[src/rtl/hist_eq_ctrl.sv]
// hist_eq_ctrl: frame-synchronous controller for the histogram-equalisation
// pipeline. Shadows the contrast parameters and commits them at start-of-frame,
// sequences the pipeline enable (IDLE/WAIT_SOF/CALIB/RUN) and checks geometry.
module hist_eq_ctrl #(
  parameter int DATA_WIDTH = 8,
  parameter int IMG_WIDTH  = 640,
  parameter int IMG_HEIGHT = 480,
  parameter int CNT_W      = 12
) (
  input  logic                  i_sys_clk,
  input  logic                  i_sys_aresetn,
  input  logic                  mon_tvalid,
  input  logic                  mon_tuser,
  input  logic                  mon_tlast,
  input  logic                  cfg_enable,
  input  logic                  cfg_update,
  input  logic [DATA_WIDTH-1:0] cfg_contrast_threshold,
  input  logic [9:0]            cfg_upper_bound,
  input  logic [9:0]            cfg_lower_bound,
  input  logic                  err_clr,
  output logic [DATA_WIDTH-1:0] contrast_threshold_param,
  output logic [9:0]            upper_bound_param,
  output logic [9:0]            lower_bound_param,
  output logic                  en_module,
  output logic                  update_pending,
  output logic                  mask_valid,
  output logic [15:0]           frame_cnt,
  output logic                  err_cfg,
  output logic                  err_geom
);

  typedef enum logic [1:0] {
    ST_IDLE     = 2'd0,
    ST_WAIT_SOF = 2'd1,
    ST_CALIB    = 2'd2,
    ST_RUN      = 2'd3
  } state_t;

  localparam logic [9:0]       UPPER_RST = 10'd717;
  localparam logic [9:0]       LOWER_RST = 10'd205;
  localparam logic [CNT_W-1:0] WIDTH_C   = CNT_W'(IMG_WIDTH);
  localparam logic [CNT_W-1:0] HEIGHT_C  = CNT_W'(IMG_HEIGHT);

  // Counters stick at all-ones so a runaway line cannot wrap back to a legal count.
  function automatic logic [CNT_W-1:0] sat_inc(input logic [CNT_W-1:0] v);
    return (&v) ? v : v + CNT_W'(1);
  endfunction

  state_t                  state, state_nxt;
  logic                    frame_inc;
  logic [DATA_WIDTH-1:0]   stg_thr;
  logic [9:0]              stg_upper, stg_lower;
  logic [CNT_W-1:0]        pix_cnt, line_cnt, pix_eff, line_base;
  logic                    geom_bad;

  logic sof, eol, upd_ok, upd_bad, commit_sof, framed;
  assign sof        = mon_tvalid & mon_tuser;
  assign eol        = mon_tvalid & mon_tlast;
  assign upd_ok     = cfg_update & (cfg_lower_bound < cfg_upper_bound);
  assign upd_bad    = cfg_update & ~(cfg_lower_bound < cfg_upper_bound);
  assign commit_sof = update_pending & sof & (state != ST_IDLE);
  assign framed     = (state == ST_CALIB) | (state == ST_RUN);

  // State register.
  always_ff @(posedge i_sys_clk or negedge i_sys_aresetn) begin
    if (!i_sys_aresetn) state <= ST_IDLE;
    else                state <= state_nxt;
  end

  // Next-state logic; disable while framed waits for a frame boundary.
  always_comb begin
    state_nxt = state;
    frame_inc = 1'b0;
    case (state)
      ST_IDLE: begin
        if (cfg_enable) state_nxt = ST_WAIT_SOF;
      end
      ST_WAIT_SOF: begin
        if (!cfg_enable) begin
          state_nxt = ST_IDLE;
        end else if (sof) begin
          state_nxt = ST_CALIB;
          frame_inc = 1'b1;
        end
      end
      ST_CALIB, ST_RUN: begin
        if (sof) begin
          if (!cfg_enable) begin
            state_nxt = ST_IDLE;
          end else begin
            frame_inc = 1'b1;
            // New bounds invalidate the statistics of the frame they start.
            if (state == ST_CALIB) state_nxt = ST_RUN;
            else                   state_nxt = commit_sof ? ST_CALIB : ST_RUN;
          end
        end
      end
      default: state_nxt = ST_IDLE;
    endcase
  end

  // Geometry: effective counts for this beat and length checks at EOL / SOF.
  always_comb begin
    pix_eff   = sof ? CNT_W'(1) : sat_inc(pix_cnt);
    line_base = sof ? '0 : line_cnt;
    geom_bad  = 1'b0;
    if (eol && (pix_eff != WIDTH_C))                geom_bad = 1'b1;
    if (sof && framed && (line_cnt != HEIGHT_C))    geom_bad = 1'b1;
  end

  // Pixel / line counters advance only on valid beats.
  always_ff @(posedge i_sys_clk or negedge i_sys_aresetn) begin
    if (!i_sys_aresetn) begin
      pix_cnt  <= '0;
      line_cnt <= '0;
    end else if (mon_tvalid) begin
      if (eol) begin
        pix_cnt  <= '0;
        line_cnt <= sat_inc(line_base);
      end else begin
        pix_cnt  <= pix_eff;
        line_cnt <= line_base;
      end
    end
  end

  // Staging and commit of parameters: immediate in IDLE, else at the next SOF.
  always_ff @(posedge i_sys_clk or negedge i_sys_aresetn) begin
    if (!i_sys_aresetn) begin
      contrast_threshold_param <= '0;
      upper_bound_param        <= UPPER_RST;
      lower_bound_param        <= LOWER_RST;
      stg_thr                  <= '0;
      stg_upper                <= UPPER_RST;
      stg_lower                <= LOWER_RST;
      update_pending           <= 1'b0;
    end else if (state == ST_IDLE) begin
      if (upd_ok) begin
        contrast_threshold_param <= cfg_contrast_threshold;
        upper_bound_param        <= cfg_upper_bound;
        lower_bound_param        <= cfg_lower_bound;
        stg_thr                  <= cfg_contrast_threshold;
        stg_upper                <= cfg_upper_bound;
        stg_lower                <= cfg_lower_bound;
        update_pending           <= 1'b0;
      end else if (update_pending) begin
        contrast_threshold_param <= stg_thr;
        upper_bound_param        <= stg_upper;
        lower_bound_param        <= stg_lower;
        update_pending           <= 1'b0;
      end
    end else begin
      if (commit_sof) begin
        contrast_threshold_param <= stg_thr;
        upper_bound_param        <= stg_upper;
        lower_bound_param        <= stg_lower;
      end
      // An update on the SOF beat itself is held for the following SOF.
      if (upd_ok) begin
        stg_thr        <= cfg_contrast_threshold;
        stg_upper      <= cfg_upper_bound;
        stg_lower      <= cfg_lower_bound;
        update_pending <= 1'b1;
      end else if (commit_sof) begin
        update_pending <= 1'b0;
      end
    end
  end

  // Registered status: enable/mask follow the next state, sticky errors favour set.
  always_ff @(posedge i_sys_clk or negedge i_sys_aresetn) begin
    if (!i_sys_aresetn) begin
      en_module  <= 1'b0;
      mask_valid <= 1'b0;
      frame_cnt  <= '0;
      err_cfg    <= 1'b0;
      err_geom   <= 1'b0;
    end else begin
      en_module  <= (state_nxt != ST_IDLE);
      mask_valid <= (state_nxt == ST_RUN);
      if (frame_inc) frame_cnt <= frame_cnt + 16'd1;
      err_cfg    <= (err_cfg  & ~err_clr) | upd_bad;
      err_geom   <= (err_geom & ~err_clr) | geom_bad;
    end
  end

endmodule
[config.mk]
export PLATFORM = sky130hd
export DESIGN_NAME = hist_eq_ctrl
export DESIGN_NICKNAME = d
export VERILOG_FILES = /design/src/rtl/hist_eq_ctrl.sv
export SDC_FILE = /design/constraint.sdc
export NUM_CORES = 1
export LEC_CHECK = 0
export CAP_MARGIN = 20
export CORE_AREA = 2 2 122 124
export DETAILED_ROUTE_END_ITERATION = 12
export DIE_AREA = 0 0 124 126
export SYNTH_ARGS = -nofsm -noshare
export SYNTH_HDL_FRONTEND = slang
export SYNTH_SLANG_ARGS = --single-unit
[constraint.sdc]
create_clock -name i_sys_clk -period 2.26 [get_ports i_sys_clk]
set_clock_uncertainty 0.1 [all_clocks]
set_input_delay 0.452 -clock i_sys_clk [delete_from_list [all_inputs] [get_ports i_sys_clk]]
set_output_delay 0.452 -clock i_sys_clk [all_outputs]
set_load 0.03 [all_outputs]
==> results by stage <==
Yosys:
- The synthesized net count is 491.
- The synthesized netlist cell count is 443.
- After synthesis, the largest family of logic cells by area is multiplexers.
- The post-synthesis share of cell area spent on and, or, nand and nor gates is 0.121.
- The number of warning messages in the yosys log is 0.
- The share of the Yosys chip area taken by registers is 0.489.
- The mux cell area share after synthesis is 0.195.
- The XOR/XNOR share of the synthesized area is 0.0411.
- The number of enable-type register cells in the synthesized netlist is 0.
- The most common flop cell mapped by yosys is sky130_fd_sc_hd__dfrtp_1.
- After synthesis the netlist holds a flip-flop and latch count of 103.
- The count of cell types in the netlist is 59.
- The summed instance area of the synthesized netlist is 0.00533 sq mm.
- The post-synthesis adder-cell area fraction is 0.0282.
- The area fraction in compound gates after synthesis is 0.0881.
- The async set or reset register ratio after synthesis is 1.00.
- The average instance in the mapped netlist occupies 12.0 sq um.

Floorplanning:
- The die covers 0.0156 sq mm.
- The starting density of the core is 0.372.
- The area inside the core boundary is 0.0143 sq mm.
- The number of rows created at floorplan is 44.
- The die outline height is 126 um.
- From left edge to right edge, the die measures 124 um.
- The count of pins on the block boundary is 85.

Global route:
- For this run, the total global-route usage over all layers was measured as 0.168.
- Entering global routing, the biggest net connects 39 pins.
- The first-pass GRT wire length is 20,400 um.
- The overflow left after global routing is 0.
- The via count of the first global-routing pass is 4,023.
- The number of antenna violations at the first check in global routing came to 0.

Power and ir drop:
- The switching power total is 2.29 mW.
- The design draws 7.17 mW.
- The clock share of power is 0.237.
- The peak supply drop is 0.389 mV.
- The fraction of power spent switching nets is 0.320.
- For this design the ratio of total power to cell area is 966 mW/mm^2.
- The share of total power dissipated in combinational logic is 0.390.
- The internal power of the cells is 4.88 mW.
- The share of total power dissipated in sequential elements is 0.374.
- The leakage power is 3.37 nW.

Placement:
- The final weighted congestion in routability-driven placement is 0.862.
- The half-perimeter wire length of the detailed placement result is 8670 um.
- Once placement finished, the instance area stood at 0.00680 sq mm.
- The count of buffers added on input and output ports is 84.

Critical path:
- STA puts the critical path data arrival time at 2320 ps.
- In this run the worst path has a maximum fanout of 5.
- The data required time at the worst endpoint is 2380 ps.
- The critical path endpoint category is a register.
- The start-to-end type of the worst setup path is input pin to register.
- STA classifies the critical path startpoint as an input pin.
- The worst reg-to-reg setup slack is 220 ps.

Clock network:
- The later pin in the worst-skew pair is clocked with a latency of 350 ps.
- The clock tree synthesis step divided the H-tree into 3 levels.
- The buffer levels on the longest clock path is 2.
- The TritonCTS clock tree is done.
- The clock slew at the register clock pins of the worst setup and hold paths is 70 ps.
- In this run the clock root is driven by a sky130_fd_sc_hd__clkbuf_16.
- The tree built by TritonCTS fans out to 103 sinks.
- The total clock buffers created by CTS is 9.

Timing:
- Setup violations remaining at the end of the flow were counted as 0.
- The number of pins exceeding their max-slew limit in the final report is 0.
- The final critical-path required period is 2190 ps.
- The portion of the clock cycle consumed by the worst path in the final layout is 0.970.
- The worst-margin pin slew is 487 ps.
- Hold is met by 297 ps.
- The total count of hold-check failures in the final report is 0.
- The maximum operating frequency is 456 MHz.
- The worst slew slack as a fraction of its limit is 0.675.

Finish:
- The count of inserted antenna diode cells is 0.
- For this run, the share of the core covered by cells in the final layout is 0.519.
- Relative to the synthesized area, the layout overhead comes to 39.3%.
- After filler insertion, the fill cell instance count of the layout stands at 1,286.
- The final-stage net count is 643.
- After routing the design area is 0.00742 sq mm.
- Of the cells placed in the final design, the portion with a size suffix greater than 1 is 0.348.

Detailed routing:
- After detailed routing, the number of remaining DRC violations is 0.
- After the first detailed-routing iteration, the DRC count stood at 174.
- The via-per-instance ratio is 4.96.
- The count of nets left with antenna violations once routing finished came out at 0.
- The routed layout has 3,887 vias.
- The first TritonRoute pass finished after 4 iterations.
- The routed length per instance is 15.7 um.
- The wire length reported by the detailed router is 12,300 um.

Run:
- The max-cap violation count is 0.

Run status:
- The flow ran to the end, and the final reports show no timing, DRC or antenna violations.

Min path:
- The worst min-delay path category is input pin to register.
-- power groups by stage --
| stage | Clock (mW) | Combinational [mW] | Sequential [mW] |
|---|---|---|---|
| 2_1_floorplan | 0 | 1.03 | 3.29 |
| 3_3_place_gp | 0 | 2.65 | 2.70 |
| 3_5_place_dp | 0 | 2.69 | 2.71 |
| 4_1_cts | 1.75 | 2.80 | 2.68 |
| 5_1_grt | 1.83 | 2.98 | 2.74 |
| 6_report | 1.70 | 2.79 | 2.68 |
-- per-stage QoR --
step	setup TNS (ps)	std cells	setup WS (ps)
finish	0	784	67.9
global route	-0.552	784	-0.552
CTS	0	784	8.63
detailed placement	-32250	753	-570
global placement	-29980	753	-545
floorplan	0	443	1.08
-- sequential cells by signal, indices dropped and copies added, names as in the netlist --
signal and cells:
pix_cnt 12, frame_cnt 16, en_module 1, update_pending 1
err_cfg 1, line_cnt 12, stg_lower 10, state 2
err_geom 1, upper_bound_param 10, lower_bound_param 10, stg_thr 8
contrast_threshold_param 8, stg_upper 10, mask_valid 1
-- placed cells by master, fill, tap and decap left out, drive strengths merged, types with 3 or more instances in the layout --
| master | count |
|---|---|
| dfrtp | 81 |
| buf | 73 |
| mux2 | 67 |
| clkdlybuf4s50 | 66 |
| nand2 | 30 |
| dfstp | 22 |
| mux2i | 21 |
| nor2 | 20 |
| inv | 19 |
| nand3 | 18 |
| xnor2 | 15 |
| dlygate4sd2 | 15 |
| a21oi | 14 |
| o21ai | 13 |
| clkbuf | 13 |
| ha | 12 |
| nand4 | 11 |
| xor2 | 10 |
| and3 | 10 |
| nor3 | 7 |
| a22o | 6 |
| a31oi | 6 |
| nand2b | 5 |
| a21o | 4 |
| nor4 | 4 |
| and2 | 3 |
| and4 | 3 |
| o2bb2ai | 3 |
-- what timing repair did --
item                                    in CTS  in global routing
hold buffers                                 1                  0
gates resized for setup                     27                 15
buffers inserted                             9                  0
pin swaps                                   10                  6
cloned                                       5                  0
endpoints found under the hold margin       20                  0
endpoints found under the setup margin      53                 53
-- cell usage after synthesis (all sizes together), types with 2 or more instances --
cell     instances  area (sq um)
nor4             4          37.5
and2             3          18.8
clkbuf           4          15.0
a41oi            2          17.5
nand4           11          83.8
buf             13           114
o2bb2ai          3          26.3
a31oi            6          37.5
a21oi           14          77.6
xnor2           15           131
nor2            20          75.1
and4             3          26.3
a21o             4          30.0
mux2i           21           210
inv             19          71.3
nand2           30           113
and3            10          73.8
nand3           18          95.1
nand2b           5          31.3
a2111oi          2          23.8
a22o             6          52.6
mux2            67           830
o211ai           2          20.0
dfstp           22           578
dfrtp           81          2030
or2              2          15.0
nor2b            2          12.5
nor3             7          45.0
o21ai           13          87.6
xor2            10          87.6
ha              12           150
-- area by class of cell --
class | count | area [sq um] | area share
Sequential cell | 103 | 2610 | 0.351
Clock buffer | 13 | 260 | 0.0351
Multi-Input combinational cell | 304 | 2620 | 0.353
Tap cell | 184 | 230 | 0.0310
Timing Repair Buffer | 158 | 1570 | 0.211
Inverter | 19 | 71.3 | 0.00961
Clock inverter | 3 | 65.1 | 0.00877
-- critical path, stage by stage --
cell and delay [ps]:
sky130_fd_sc_hd__dlygate4sd2_1 260, sky130_fd_sc_hd__inv_2 70, sky130_fd_sc_hd__ha_4 270, sky130_fd_sc_hd__nand3_1 80
sky130_fd_sc_hd__o21ai_2 130, sky130_fd_sc_hd__a21oi_2 80, sky130_fd_sc_hd__buf_4 140, sky130_fd_sc_hd__o211ai_4 230
sky130_fd_sc_hd__buf_12 160, sky130_fd_sc_hd__buf_12 120, sky130_fd_sc_hd__mux2_2 330
-- metal layers --
layer / wire length [um] / up-vias / global-route usage / part of all wire
met2: 5940 / 69 / 0.268 / 0.48
met1: 5660 / 1899 / 0.226 / 0.46
li1: - / 1898 / - / -
met5: 0 / - / 0 / 0
met4: 281 / 0 / 0.0694 / 0.023
met3: 450 / 21 / 0.0258 / 0.036
-- path summary, 6_finish.rpt --
| check | start | endpoint | cells past startpoint |
|---|---|---|---|
| worst max-delay path | cfg_upper_bound[4] | stg_lower[4] | 11 |
| worst min-delay path | cfg_upper_bound[5] | stg_upper[5] | 2 |
| worst max register to register | pix_cnt[0] | err_geom | 8 |
| worst min register to register | frame_cnt[15] | frame_cnt[15] | 1 |
| max in group asynchronous | i_sys_aresetn | lower_bound_param[2] | 3 |
| min in group asynchronous | i_sys_aresetn | upper_bound_param[5] | 2 |
-- cell families (layout without fill, tap and decap cells) --
| family | count (synthesis) | in the layout |
|---|---|---|
| simple gates | 117 | 117 |
| compound gates | 62 | 62 |
| mux | 88 | 88 |
| fa+ha+maj | 12 | 12 |
| xor+xnor | 25 | 25 |
| buf+inv | 36 | 193 |
| flops | 103 | 103 |
(Power assumes the default switching activity.)
